### config.mk
export PLATFORM = sky130hd
export DESIGN_NAME = wb_port_arbiter
export DESIGN_NICKNAME = d
export VERILOG_FILES = /design/src/rtl/wb_arb_pkg.sv /design/src/rtl/wb_arb_fifo.sv /design/src/rtl/wb_port_arbiter.sv
export SDC_FILE = /design/constraint.sdc
export NUM_CORES = 1
export LEC_CHECK = 0
export ABC_AREA = 0
export ABC_CLOCK_PERIOD_IN_PS = 7240
export BUFFER_PORTS_ARGS = -buffer_cell sky130_fd_sc_hd__buf_4
export CORE_MARGIN = 3
export CORE_UTILIZATION = 54
export DETAILED_ROUTE_END_ITERATION = 7
export GPL_TIMING_DRIVEN = 0
export PLACE_DENSITY = 0.85
export SYNTH_ARGS = -nofsm -noshare
export SYNTH_HDL_FRONTEND = slang
export SYNTH_SLANG_ARGS = --single-unit
### constraint.sdc
create_clock -name clk -period 7.24 [get_ports clk]
set_clock_uncertainty 0.1 [all_clocks]
set_input_delay 0 -clock clk [delete_from_list [all_inputs] [get_ports clk]]
set_output_delay 0 -clock clk [all_outputs]
set_load 0.05 [all_outputs]
### src/rtl/wb_arb_pkg.sv
// Shared definitions for the write-back port arbiter: FSM encoding,
// register-address width and the default starvation limit.
package wb_arb_pkg;
  localparam int RA_W             = 5;
  localparam int DEF_STARVE_LIMIT = 4;

  typedef enum logic [1:0] {
    ST_IDLE  = 2'd0,
    ST_PEND  = 2'd1,
    ST_FORCE = 2'd2
  } arb_state_e;
endpackage

### src/rtl/wb_arb_fifo.sv
// Multi-cycle result buffer with per-entry valid bits and squash-by-rd.
// Pointers carry one extra wrap bit so full and empty are distinguishable.
module wb_arb_fifo import wb_arb_pkg::*; #(
  parameter int DATA_W = 32,
  parameter int DEPTH  = 2
) (
  input  logic                     clk,
  input  logic                     rst_n,
  input  logic                     i_push,
  input  logic [RA_W-1:0]          i_push_rd,
  input  logic [DATA_W-1:0]        i_push_data,
  input  logic                     i_pop,
  input  logic                     i_squash_en,
  input  logic [RA_W-1:0]          i_squash_rd,
  output logic                     o_full,
  output logic                     o_empty,
  output logic [$clog2(DEPTH):0]   o_level,
  output logic                     o_head_vld,
  output logic [RA_W-1:0]          o_head_rd,
  output logic [DATA_W-1:0]        o_head_data
);
  localparam int PTR_W = $clog2(DEPTH);

  logic [PTR_W:0]    r_wr_ptr;
  logic [PTR_W:0]    r_rd_ptr;
  logic [DEPTH-1:0]  r_vld;
  logic [RA_W-1:0]   r_rd_mem   [DEPTH];
  logic [DATA_W-1:0] r_data_mem [DEPTH];
  logic [PTR_W-1:0]  w_wr_idx;
  logic [PTR_W-1:0]  w_rd_idx;

  assign w_wr_idx = r_wr_ptr[PTR_W-1:0];
  assign w_rd_idx = r_rd_ptr[PTR_W-1:0];

  // A push whose rd matches the squash lands already invalid.
  always_ff @(posedge clk or negedge rst_n) begin
    if (!rst_n) begin
      r_wr_ptr <= '0;
      r_rd_ptr <= '0;
      r_vld    <= '0;
    end else begin
      for (int i = 0; i < DEPTH; i++) begin
        if (i_squash_en && (r_rd_mem[i] == i_squash_rd)) r_vld[i] <= 1'b0;
      end
      if (i_push) begin
        r_vld[w_wr_idx] <= !(i_squash_en && (i_push_rd == i_squash_rd));
        r_wr_ptr        <= r_wr_ptr + 1'b1;
      end
      if (i_pop) r_rd_ptr <= r_rd_ptr + 1'b1;
    end
  end

  always_ff @(posedge clk) begin
    if (i_push) begin
      r_rd_mem[w_wr_idx]   <= i_push_rd;
      r_data_mem[w_wr_idx] <= i_push_data;
    end
  end

  assign o_empty     = (r_wr_ptr == r_rd_ptr);
  assign o_full      = (r_wr_ptr[PTR_W] != r_rd_ptr[PTR_W]) &&
                       (r_wr_ptr[PTR_W-1:0] == r_rd_ptr[PTR_W-1:0]);
  assign o_level     = r_wr_ptr - r_rd_ptr;
  assign o_head_vld  = r_vld[w_rd_idx] && !o_empty;
  assign o_head_rd   = r_rd_mem[w_rd_idx];
  assign o_head_data = r_data_mem[w_rd_idx];
endmodule

### src/rtl/wb_port_arbiter.sv
// Shares the single register-file write port between the pipeline WB stage
// and buffered mult/div results. Define WB_ARB_STARVE_EN for forced drains.
module wb_port_arbiter import wb_arb_pkg::*; #(
  parameter int DATA_W       = 32,
  parameter int DEPTH        = 2,
  parameter int STARVE_LIMIT = DEF_STARVE_LIMIT
) (
  input  logic              clk,
  input  logic              rst_n,
  input  logic              wb_reg_write,
  input  logic [RA_W-1:0]   wb_rd,
  input  logic [DATA_W-1:0] wb_data,
  input  logic              md_valid,
  input  logic [RA_W-1:0]   md_rd,
  input  logic [DATA_W-1:0] md_data,
  output logic              md_ready,
  output logic              rf_we,
  output logic [RA_W-1:0]   rf_waddr,
  output logic [DATA_W-1:0] rf_wdata,
  output logic              stall_req
);
  localparam int PTR_W = $clog2(DEPTH);

  if (DEPTH < 2 || (DEPTH & (DEPTH - 1)) != 0) begin : g_bad_depth
    $error("wb_port_arbiter: DEPTH must be a power of two >= 2");
  end
  if (STARVE_LIMIT < 1 || STARVE_LIMIT > 15) begin : g_bad_limit
    $error("wb_port_arbiter: STARVE_LIMIT must be in 1..15");
  end

  arb_state_e        r_state;
  arb_state_e        w_state_nxt;
  logic              w_full;
  logic              w_empty;
  logic [PTR_W:0]    w_level;
  logic [PTR_W:0]    w_level_nxt;
  logic              w_head_vld;
  logic [RA_W-1:0]   w_head_rd;
  logic [DATA_W-1:0] w_head_data;
  logic              w_push;
  logic              w_pop;
  logic              w_force;
  logic              w_pipe_gnt;
  logic              w_head_gnt;
  logic              w_next_empty;

  // rd=0 results are accepted but discarded so they never occupy the port.
  assign md_ready   = !w_full;
  assign w_push     = md_valid && md_ready && (md_rd != '0);
  assign w_pipe_gnt = rst_n && wb_reg_write && (wb_rd != '0) && !w_force;
  assign w_head_gnt = w_head_vld && !w_pipe_gnt;
  assign w_pop      = !w_empty && (!w_head_vld || w_head_gnt);

  assign w_level_nxt  = w_level + {{PTR_W{1'b0}}, w_push} - {{PTR_W{1'b0}}, w_pop};
  assign w_next_empty = (w_level_nxt == '0);

  assign stall_req = w_force;
  assign rf_we     = w_pipe_gnt || w_head_gnt;
  assign rf_waddr  = w_pipe_gnt ? wb_rd   : (w_head_gnt ? w_head_rd   : '0);
  assign rf_wdata  = w_pipe_gnt ? wb_data : (w_head_gnt ? w_head_data : '0);

  wb_arb_fifo #(
    .DATA_W (DATA_W),
    .DEPTH  (DEPTH)
  ) u_fifo (
    .clk         (clk),
    .rst_n       (rst_n),
    .i_push      (w_push),
    .i_push_rd   (md_rd),
    .i_push_data (md_data),
    .i_pop       (w_pop),
    .i_squash_en (w_pipe_gnt),
    .i_squash_rd (wb_rd),
    .o_full      (w_full),
    .o_empty     (w_empty),
    .o_level     (w_level),
    .o_head_vld  (w_head_vld),
    .o_head_rd   (w_head_rd),
    .o_head_data (w_head_data)
  );

  always_ff @(posedge clk or negedge rst_n) begin
    if (!rst_n) r_state <= ST_IDLE;
    else        r_state <= w_state_nxt;
  end

`ifdef WB_ARB_STARVE_EN
  localparam logic [3:0] LIMIT = 4'(STARVE_LIMIT);

  logic [3:0] r_starve_cnt;
  logic [3:0] w_starve_cnt_nxt;

  assign w_force = (r_state == ST_FORCE);

  always_ff @(posedge clk or negedge rst_n) begin
    if (!rst_n) r_starve_cnt <= '0;
    else        r_starve_cnt <= w_starve_cnt_nxt;
  end

  // The counter can never exceed LIMIT: reaching it moves the FSM to FORCE.
  always_comb begin
    w_state_nxt      = r_state;
    w_starve_cnt_nxt = r_starve_cnt;
    case (r_state)
      ST_IDLE: begin
        if (w_push) w_state_nxt = ST_PEND;
      end
      ST_PEND: begin
        if (w_head_gnt)      w_starve_cnt_nxt = '0;
        else if (w_head_vld) w_starve_cnt_nxt = r_starve_cnt + 4'd1;
        if (w_next_empty) begin
          w_state_nxt      = ST_IDLE;
          w_starve_cnt_nxt = '0;
        end else if (w_starve_cnt_nxt == LIMIT) begin
          w_state_nxt = ST_FORCE;
        end
      end
      ST_FORCE: begin
        w_starve_cnt_nxt = '0;
        w_state_nxt      = w_next_empty ? ST_IDLE : ST_PEND;
      end
      default: begin
        w_state_nxt      = ST_IDLE;
        w_starve_cnt_nxt = '0;
      end
    endcase
  end
`else
  assign w_force = 1'b0;

  always_comb begin
    w_state_nxt = r_state;
    case (r_state)
      ST_IDLE: if (w_push)       w_state_nxt = ST_PEND;
      ST_PEND: if (w_next_empty) w_state_nxt = ST_IDLE;
      default:                   w_state_nxt = ST_IDLE;
    endcase
  end
`endif
endmodule
==> qor.txt <==
status: finished, final reports clean
post-DR vias/cell: 5.507
CP Class: in2reg
hold depth: 5
# port buffers: 115
Pleak: 2.136 nW
DR WL/cell: 18.04 µm
Starting Density: 57.80%
clk slew on worst S/H paths: 0.08 ns
largest family of logic cells by synthesized area: multiplexers
Final nets: 508
CTS root buf: clkbuf_8
Rows: 28
register bit count reported by yosys: 80
final instance area: 0.005137 mm²
Slew Limit Fails: 0
Worst EP required: 7.12 ns
initial antenna violation count: 0
vias in the first global route: 3015
final setup vio count: 0
GPL Wtd Cong: 0.8491
post-placement cell area: 0.004543 mm²
Cells after Synth: 262
share of cells above drive strength 1: 34.02%
Main synth FF type: edfxtp_1
Post-Synth Simple-Gate Area: 6.321%
full die area: 0.007570 mm²
multiplexer area fraction after synthesis: 11.30%
r2r endpoint: u_fifo.r_data_mem[0][19]
post-CTS resize count: 0
commonest non-fill, non-tap cell in the layout: buf_4
htree depth: 3
XOR/XNOR Fraction of Synth Area: 4.696%
# clock sinks: 80
slew margin rel.: 45.57%
Yosys top cell by area: edfxtp_1
GRT Util Overall: 25.11%
Syn Nets: 340
largest net degree at the start of global routing: 38
Pwr Density: 468.8 mW/mm²
HP Class: in2reg
core area: 0.006131 mm²
Crit. End Element: register
WP data arrival: 2.23 ns
first-pass iteration count of the detailed router: 5
post-synthesis instance area: 0.003543 mm²
Synth top area share: 62.71%
Final min period: 2.351 ns
R2R depth: 5
Ports: 118
total chip power: 2.409 mW
Tightest Pin Transition: 0.8153 ns
clock buffer depth: 2
Synth cell types: 32
routed wire length: 9216 µm
Synth area leaders: edfxtp_1 63%, mux2i_1 11%, dfrtp_1 4.2%, nand2_1 4.2%, o21ai_1 4.2%
Die Height: 87.01 µm
routed vias: 2814
worst reg2reg path startpoint: u_fifo.r_wr_ptr[1]
Final Hold Fails: 0
Residual DRC: 0
post-route ant nets: 0
dpl hpwl: 5650 µm
Final Cycle Share: 32.48%
RSZ-0062 raised after global routing: false
die width: 87.01 µm
area grow syn2layout: 44.99%
register area share after synthesis: 66.95%
Fin Hold WS: 0.08675 ns
DRT iter0 DRCs: 157
highest ir drop seen on vdd: 384.4 µV
Synth Area in Adders: 0%
CTS tree: yes
Setup TNS: 0 ns
Mean Syn Cell Area: 13.52 µm²
first-pass GRT wire length: 14280 µm
Overflow after GRT: 0
worst hold endpoint: u_fifo.r_vld[1]
flop-to-flop setup slack: 4.97 ns
Min-Delay Startpoint: wb_rd[3]
worst-path fanout max: 37
Post-synth EDFFs: 74
startpoint types: primary input
f_max: 0.4253 GHz
TritonCTS Buffers: 9
Synth Area in Compound Gates: 8.157%
Max-Cap Viols: 0
most frequent cells in the layout: 116 x buf_4, 74 x edfxtp_1, 40 x mux2i_1, 40 x nand2_1, 39 x dlygate4sd3_1
clock latency on the worst-skew pair: 0.34 ns
yosys warns: 0
Async SR Flop Fraction: 7.500%
-- routing by layer --
layer	part of all wire [%]	global-route usage [%]	routed length, µm
met1	38	28.06	3521
met2	53	45.27	4844
met3	7.3	7.096	673
met4	1.9	9.207	177
met5	0	0	0
-- logic make-up (layout without fill, tap and decap cells) --
logic type | count (synthesis) | in the layout
buf+inv | 18 | 191
compound gates | 52 | 52
xor+xnor | 19 | 19
simple gates | 52 | 52
other cells | 1 | 2
mux | 40 | 40
flops | 80 | 80
-- critical path, stage by stage --
cell,delay (ns)
dlygate4sd3_1,0.54
buf_4,0.15
or4_1,0.54
o21ai_0,0.36
a211o_1,0.27
inv_2,0.35
-- state kept, by name, indices dropped and copies added, names as in the netlist --
name	cells
u_fifo.r_data_mem	64
u_fifo.r_rd_mem	10
u_fifo.r_rd_ptr	2
u_fifo.r_vld	2
u_fifo.r_wr_ptr	2
-- power by group --
group	total (mW)	switching (mW)	internal [mW]
logic	1.38	0.956	0.425
clock network	0.329	0.166	0.163
registers	0.698	0.0499	0.648
total	2.41	1.17	1.24
-- worst max path at each step --
stage,startpoint,end,cells after the start
after floorplan,u_fifo.r_wr_ptr[1],u_fifo.r_data_mem[0][0],3
after global placement,u_fifo.r_wr_ptr[1],u_fifo.r_vld[0],4
after detailed placement,u_fifo.r_wr_ptr[1],u_fifo.r_data_mem[0][18],5
after CTS,md_rd[1],u_fifo.r_data_mem[1][4],6
after global routing,md_rd[1],u_fifo.r_data_mem[1][31],6
final,md_rd[1],u_fifo.r_data_mem[1][19],6
-- Yosys cell counts, types with 2 or more instances --
| library cell | n |
|---|---|
| a21oi_1 | 4 |
| and2_1 | 2 |
| buf_1 | 2 |
| buf_2 | 7 |
| clkbuf_1 | 4 |
| dfrtp_1 | 6 |
| edfxtp_1 | 74 |
| inv_1 | 3 |
| mux2i_1 | 40 |
| nand2_1 | 40 |
| nand3_1 | 3 |
| o21ai_0 | 10 |
| o21ai_1 | 30 |
| o41ai_1 | 2 |
| xnor2_1 | 12 |
| xor2_1 | 7 |
-- what timing repair did --
action                                  CTS  global route
endpoints found under the setup margin    0             0
hold buffers                             39             0
hold endpoints to repair                 80             0
setup buffers                             0             0
-- per-stage QoR --
stage	worst slack (ns)	utilization, %	instances
detailed placement	4.994	74.10	455
global route	4.791	83.76	510
finish	4.889	83.80	511
global placement	1.623	73.41	452
floorplan	3.223	-	262
CTS	4.911	83.76	510
-- area by class of cell --
type | instances | area, µm²
antenna | 1 | 2.502
multi-input combinational | 164 | 1089
buffer | 15 | 76.32
fill | 310 | 993.5
inverter | 3 | 11.26
sequential | 80 | 2372
tap | 75 | 93.84
clock buffer | 9 | 123.9
clock inverter | 7 | 77.57
timing repair buffer | 157 | 1291
Power figures use the tool's default switching activity.
